===== config.mk =====
export PLATFORM = sky130hd
export DESIGN_NAME = avalon_arbiter
export DESIGN_NICKNAME = d
export VERILOG_FILES = /design/src/rtl/avalon_arb_pkg.sv /design/src/rtl/rr_select.sv /design/src/rtl/avalon_arbiter.sv
export SDC_FILE = /design/constraint.sdc
export NUM_CORES = 1
export LEC_CHECK = 0
export BUFFER_PORTS_ARGS = -buffer_cell sky130_fd_sc_hd__buf_4
export CORE_AREA = 4 4 86 88
export DETAILED_ROUTE_END_ITERATION = 10
export DIE_AREA = 0 0 90 92
export GPL_TIMING_DRIVEN = 0
export PLACE_DENSITY = 0.82
export SETUP_SLACK_MARGIN = 0.02
export SYNTH_ARGS = -nofsm -noshare
export SYNTH_HDL_FRONTEND = slang
export SYNTH_SLANG_ARGS = --single-unit

===== constraint.sdc =====
create_clock -name clk -period 2.9 [get_ports clk]
set_input_delay 0.58 -clock clk [delete_from_list [all_inputs] [get_ports clk]]
set_output_delay 0.58 -clock clk [all_outputs]
set_load 0.01 [all_outputs]

===== src/rtl/avalon_arb_pkg.sv =====
// Shared types and helpers for the Avalon-MM register-port arbiter.
package avalon_arb_pkg;

  localparam int unsigned MAX_MASTERS = 8;

  function automatic int unsigned idx_w(input int unsigned n);
    return (n > 1) ? $clog2(n) : 1;
  endfunction

  localparam int unsigned TAG_IDW = idx_w(MAX_MASTERS);

  typedef struct packed {
    logic               valid;
    logic [TAG_IDW-1:0] id;
  } rd_tag_t;

endpackage


===== src/rtl/rr_select.sv =====
// Combinational round-robin pick: first requester at or above ptr, wrapping.
module rr_select #(
  parameter int unsigned N  = 2,
  parameter int unsigned IW = 1
) (
  input  logic [N-1:0]  req,
  input  logic [IW-1:0] ptr,
  output logic [N-1:0]  gnt,
  output logic [IW-1:0] gnt_idx
);

  int unsigned   idx;
  logic [IW-1:0] sel;
  logic          found;

  always_comb begin
    gnt     = '0;
    gnt_idx = '0;
    found   = 1'b0;
    idx     = 0;
    sel     = '0;
    for (int unsigned k = 0; k < N; k++) begin
      idx = (32'(ptr) + k) % N;
      sel = IW'(idx);
      if (!found && req[sel]) begin
        found    = 1'b1;
        gnt[sel] = 1'b1;
        gnt_idx  = sel;
      end
    end
  end

endmodule


===== src/rtl/avalon_arbiter.sv =====
// Round-robin arbiter sharing one avalon_adapter register port between masters,
// with registered command stage, read-return tagging and optional grant lock.
module avalon_arbiter
  import avalon_arb_pkg::*;
#(
  parameter int MASTERS      = 2,
  parameter int ADDRESSWIDTH = 4,
  parameter int IDW          = idx_w(MASTERS)
) (
  input  logic                                      clk,
  input  logic                                      reset,
  input  logic [MASTERS-1:0]                        m_read,
  input  logic [MASTERS-1:0]                        m_write,
  input  logic [MASTERS-1:0]                        m_lock,
  input  logic [MASTERS-1:0][ADDRESSWIDTH-1:0]      m_address,
  input  logic [MASTERS-1:0][31:0]                  m_data_in,
  output logic [MASTERS-1:0]                        m_waitrequest,
  output logic [MASTERS-1:0]                        m_read_valid,
  output logic [31:0]                               m_data_out,
  output logic                                      s_read,
  output logic                                      s_write,
  output logic [ADDRESSWIDTH-1:0]                   s_address,
  output logic [31:0]                               s_data_in,
  input  logic                                      s_read_valid,
  input  logic [31:0]                               s_data_out
);

  logic [MASTERS-1:0]      req, sel_gnt, grant;
  logic [IDW-1:0]          sel_idx, gnt_idx;
  logic                    accept, acc_write;

  logic [IDW-1:0]          rr_ptr_q, rr_ptr_d;
  logic                    locked_q, locked_d;
  logic [IDW-1:0]          lock_id_q, lock_id_d;
  logic                    s_read_q, s_read_d;
  logic                    s_write_q, s_write_d;
  logic [ADDRESSWIDTH-1:0] s_address_q, s_address_d;
  logic [31:0]             s_data_in_q, s_data_in_d;
  rd_tag_t [1:0]           pipe_q, pipe_d;
  logic [MASTERS-1:0]      m_read_valid_q, m_read_valid_d;
  logic [31:0]             m_data_out_q, m_data_out_d;

  rr_select #(
    .N  (MASTERS),
    .IW (IDW)
  ) u_rr_select (
    .req     (req),
    .ptr     (rr_ptr_q),
    .gnt     (sel_gnt),
    .gnt_idx (sel_idx)
  );

  always_comb begin
    req     = m_read | m_write;
    grant   = '0;
    gnt_idx = '0;
    if (!reset) begin
      if (locked_q) begin
        if (req[lock_id_q]) begin
          grant[lock_id_q] = 1'b1;
          gnt_idx          = lock_id_q;
        end
      end else begin
        grant   = sel_gnt;
        gnt_idx = sel_idx;
      end
    end
    accept    = |grant;
    acc_write = m_write[gnt_idx];
  end

  assign m_waitrequest = ~grant;

  always_comb begin
    rr_ptr_d    = rr_ptr_q;
    locked_d    = locked_q;
    lock_id_d   = lock_id_q;
    s_address_d = s_address_q;
    s_data_in_d = s_data_in_q;

    // A cycle with m_lock[lock_id] low still arbitrates as locked; only the
    // next cycle is open. A fresh lock taken in the same cycle overrides.
    if (locked_q && !m_lock[lock_id_q]) begin
      locked_d = 1'b0;
    end
    if (accept) begin
      rr_ptr_d    = (gnt_idx == IDW'(MASTERS - 1)) ? '0 : gnt_idx + IDW'(1);
      s_address_d = m_address[gnt_idx];
      s_data_in_d = m_data_in[gnt_idx];
      if (m_lock[gnt_idx]) begin
        locked_d  = 1'b1;
        lock_id_d = gnt_idx;
      end
    end

    s_read_d  = accept & ~acc_write;
    s_write_d = accept & acc_write;

    pipe_d[0].valid = accept & ~acc_write;
    pipe_d[0].id    = TAG_IDW'(gnt_idx);
    pipe_d[1]       = pipe_q[0];

    m_read_valid_d = (s_read_valid && pipe_q[1].valid) ? (MASTERS'(1) << pipe_q[1].id) : '0;
    m_data_out_d   = s_read_valid ? s_data_out : m_data_out_q;
  end

  always_ff @(posedge clk) begin
    if (reset) begin
      rr_ptr_q       <= '0;
      locked_q       <= 1'b0;
      lock_id_q      <= '0;
      s_read_q       <= 1'b0;
      s_write_q      <= 1'b0;
      s_address_q    <= '0;
      s_data_in_q    <= '0;
      pipe_q         <= '0;
      m_read_valid_q <= '0;
      m_data_out_q   <= '0;
    end else begin
      rr_ptr_q       <= rr_ptr_d;
      locked_q       <= locked_d;
      lock_id_q      <= lock_id_d;
      s_read_q       <= s_read_d;
      s_write_q      <= s_write_d;
      s_address_q    <= s_address_d;
      s_data_in_q    <= s_data_in_d;
      pipe_q         <= pipe_d;
      m_read_valid_q <= m_read_valid_d;
      m_data_out_q   <= m_data_out_d;
    end
  end

  assign s_read       = s_read_q;
  assign s_write      = s_write_q;
  assign s_address    = s_address_q;
  assign s_data_in    = s_data_in_q;
  assign m_read_valid = m_read_valid_q;
  assign m_data_out   = m_data_out_q;

  a_tag_match: assert property (@(posedge clk) disable iff (reset)
    s_read_valid == pipe_q[1].valid);

endmodule

==> impl_results.md <==
- Via density: 5.08
- Antenna violations before repair: 0
- FF-to-FF End: s_data_in[29]
- Site Rows: 30
- Post-synth top area cell: dfxtp_1
- Crit share post-route: 0.912
- Gpl congestion: 0.770
- Largest net degree at the start of global routing: 14
- Max rail drop VDD: 0.000312 V
- DR iter-0 viols: around 100
- RSZ-0062 raised after global routing: false
- Hold Path Class: reg -> reg
- DRC Markers: 0
- Mapped Area: just under 0.003 mm2
- Drt pass-1 iters: 4
- Reg2reg setup slack: around 1100 ps
- Clk sink count: just under 80
- Hold path endpoint: m_read_valid[0]
- Mapped Avg Cell Area: 8.80 um2
- Worst slew pin tran: ~470 ps
- Global-route usage over all layers: 0.220
- Hpwl dp: around 7.2 mm
- Maximum Capacitance Violations: 0
- Highest clock rate: ~380 MHz
- Port buffer count: between 150 and 200
- Setup violations, final: 0
- Starting Density: 0.447
- Die Y: 92 um
- Highest-count cells in the layout ignoring fill and taps: buf_4, dfxtp_1, a21oi_1, nand2_1, nor2_1
- WS Path Type: in -> out
- Synth Instances: about 340
- Clock transition at path regs: 70 ps
- Max-slew headroom: 0.686
- Diodes inserted: 0
- Area Overhead vs Synth: 56.8%
- FF+latch count, synth: 78
- DR vias: ~3100
- Grt total ovfl: 0
- Post_cts resized: 0
- Hold Path Depth: 1
- Die footprint: approximately 0.0083 mm2
- Register area share after synthesis: 0.525
- # Post-CTS Setup Buffers: 0
- Routed WL per cell: 14.9 um
- Setup crit start kind: input port
- Root Driver: clkbuf_8
- Finished Layout Cells: roughly 620
- CTS tree: yes
- Beginning of the worst register-to-register path: locked_q
- CTS H-tree lvls: 3
- Placed cell count: between 600 and 700
- Fillers: 546
- Fraction of layout cells with a size suffix above 1: 0.397
- Unique cell type count in the Yosys netlist: 25
- Cell area power density: between 500 and 600 mW/mm2
- Setup TNS: 0 ps
- Worst Path Max Fanout: 10
- WP data arrival: 2070 ps
- Final #Nets: about 650
- Area of the core: between 0.006 and 0.007 mm2
- CTS Hold Bufs: 0
- First-pass GRT wire length: 15.0 mm
- Most common cell after layout, fill and taps aside: buf_4
- CP startpoint: m_write[0]
- Vias in the first global route: around 3400
- I/O pins: around 190
- Critical path capture point type: output port
- Worst-Skew Late Latency: 340 ps
- Outcome: finished, final reports clean
- Top-area cell type share of the netlist area: 0.525
- Final wirelength: just over 9 mm
- Hold Fails Final Rpt: 0
- Fin Clk Skew: between 10 and 15 ps
- Clk buf depth: 2
- Min-Delay Startpoint: pipe_q[4]
- Final-report max-slew violation count: 0
- Total power: between 2 and 3 mW
- Ranking of synthesized cells by area: dfxtp_1, a21oi_1, mux2i_1
- Chip Width: around 90 um
- Lkg Pwr: between 2 and 2.5 nW
- Syn. warnings: 0
- CP required: around 2300 ps
- Final ANT Viol Nets: 0
- Final Critical Period: about 2600 ps
- Reg2Reg Depth: 7
- Syn Nets: 451
- CTS Buf Count: 9
kinds of logic (layout without fill, tap and decap cells):
group                  after synthesis  after routing  synth area share
AOI/OAI and AO/OA                  114            114             0.207
and+or+nand+nor                     82             82             0.112
DFF                                 78             78             0.525
muxes                               33             33             0.112
buffers and inverters               31            232            0.0446
registers in the layout (all words and copies together), names as in the netlist:
name          flops
rr_ptr_q          1
m_read_valid      2
pipe_d            2
s_write           1
m_data_out       32
locked_q          1
s_data_in        32
lock_id_q         1
s_address         4
pipe_q            2
worst max-delay path, cell delays in order:
cell       delay (ps)
buf_4             120
or2_1             270
a2111oi_4         480
inv_2              60
buf_2             180
buf_2             200
buf_4             160
how the worst max path moves through the flow:
stage | to | slack (ps) | cells after the start
finish | m_waitrequest[1] | 250 | 7
global route | m_waitrequest[1] | 190 | 7
CTS | m_waitrequest[1] | 270 | 7
detailed placement | m_waitrequest[1] | 270 | 7
global placement | m_waitrequest[1] | 280 | 7
floorplan | m_waitrequest[1] | 720 | 5
synthesized netlist by cell type:
cell type   n
a2111oi_4   1
a21oi_1    72
a222oi_1    1
a22o_1      1
a32o_1      1
and4_1      1
buf_2      10
buf_4       1
clkbuf_1   17
dfxtp_1    78
inv_1       2
inv_2       1
mux2_2      1
mux2i_1    32
nand2_1    38
nand2b_1    1
nor2_1     36
nor2b_1     3
nor3_1      1
nor4bb_1    1
o2111a_1    1
o21ai_0    18
o21ai_1    18
o22ai_1     1
or2_1       1
layout make-up:
cell class | count | area, um2 | share of cell area
clock buffers | 11 | 141 | 0.0303
repair buffers | 185 | 1390 | 0.298
multi-input cells | 229 | 1280 | 0.274
plain buffers | 28 | 121 | 0.0260
flip-flops and latches | 78 | 1560 | 0.335
well taps | 80 | 100 | 0.0215
clock inverters | 5 | 58.8 | 0.0126
inverters | 3 | 11.3 | 0.00242
stage by stage:
stage / hold slack, ps / setup WS, ps / util / area (um2)
finish: 420 / 254 / 0.702 / 4660
global route: 425 / 195 / 0.702 / 4660
CTS: 409 / 268 / 0.702 / 4660
detailed placement: 411 / 268 / 0.672 / 4460
global placement: 400 / 280 / 0.672 / 4460
floorplan: 391 / 718 / - / 2970
metal layers:
metal	part of all wire	GRT usage	vias to the layer above
met5	0	0	-
met4	0.030	0.103	0
met3	0.11	0.100	28
met2	0.49	0.385	155
met1	0.37	0.223	1417
li1	-	-	1547
where the power goes:
group	total [mW]	switching (mW)	internal (mW)
Clock	0.807	0.386	0.421
Combinational	0.578	0.275	0.303
Sequential	1.22	0.0501	1.17
No activity file was read; power rests on OpenSTA's default activity.
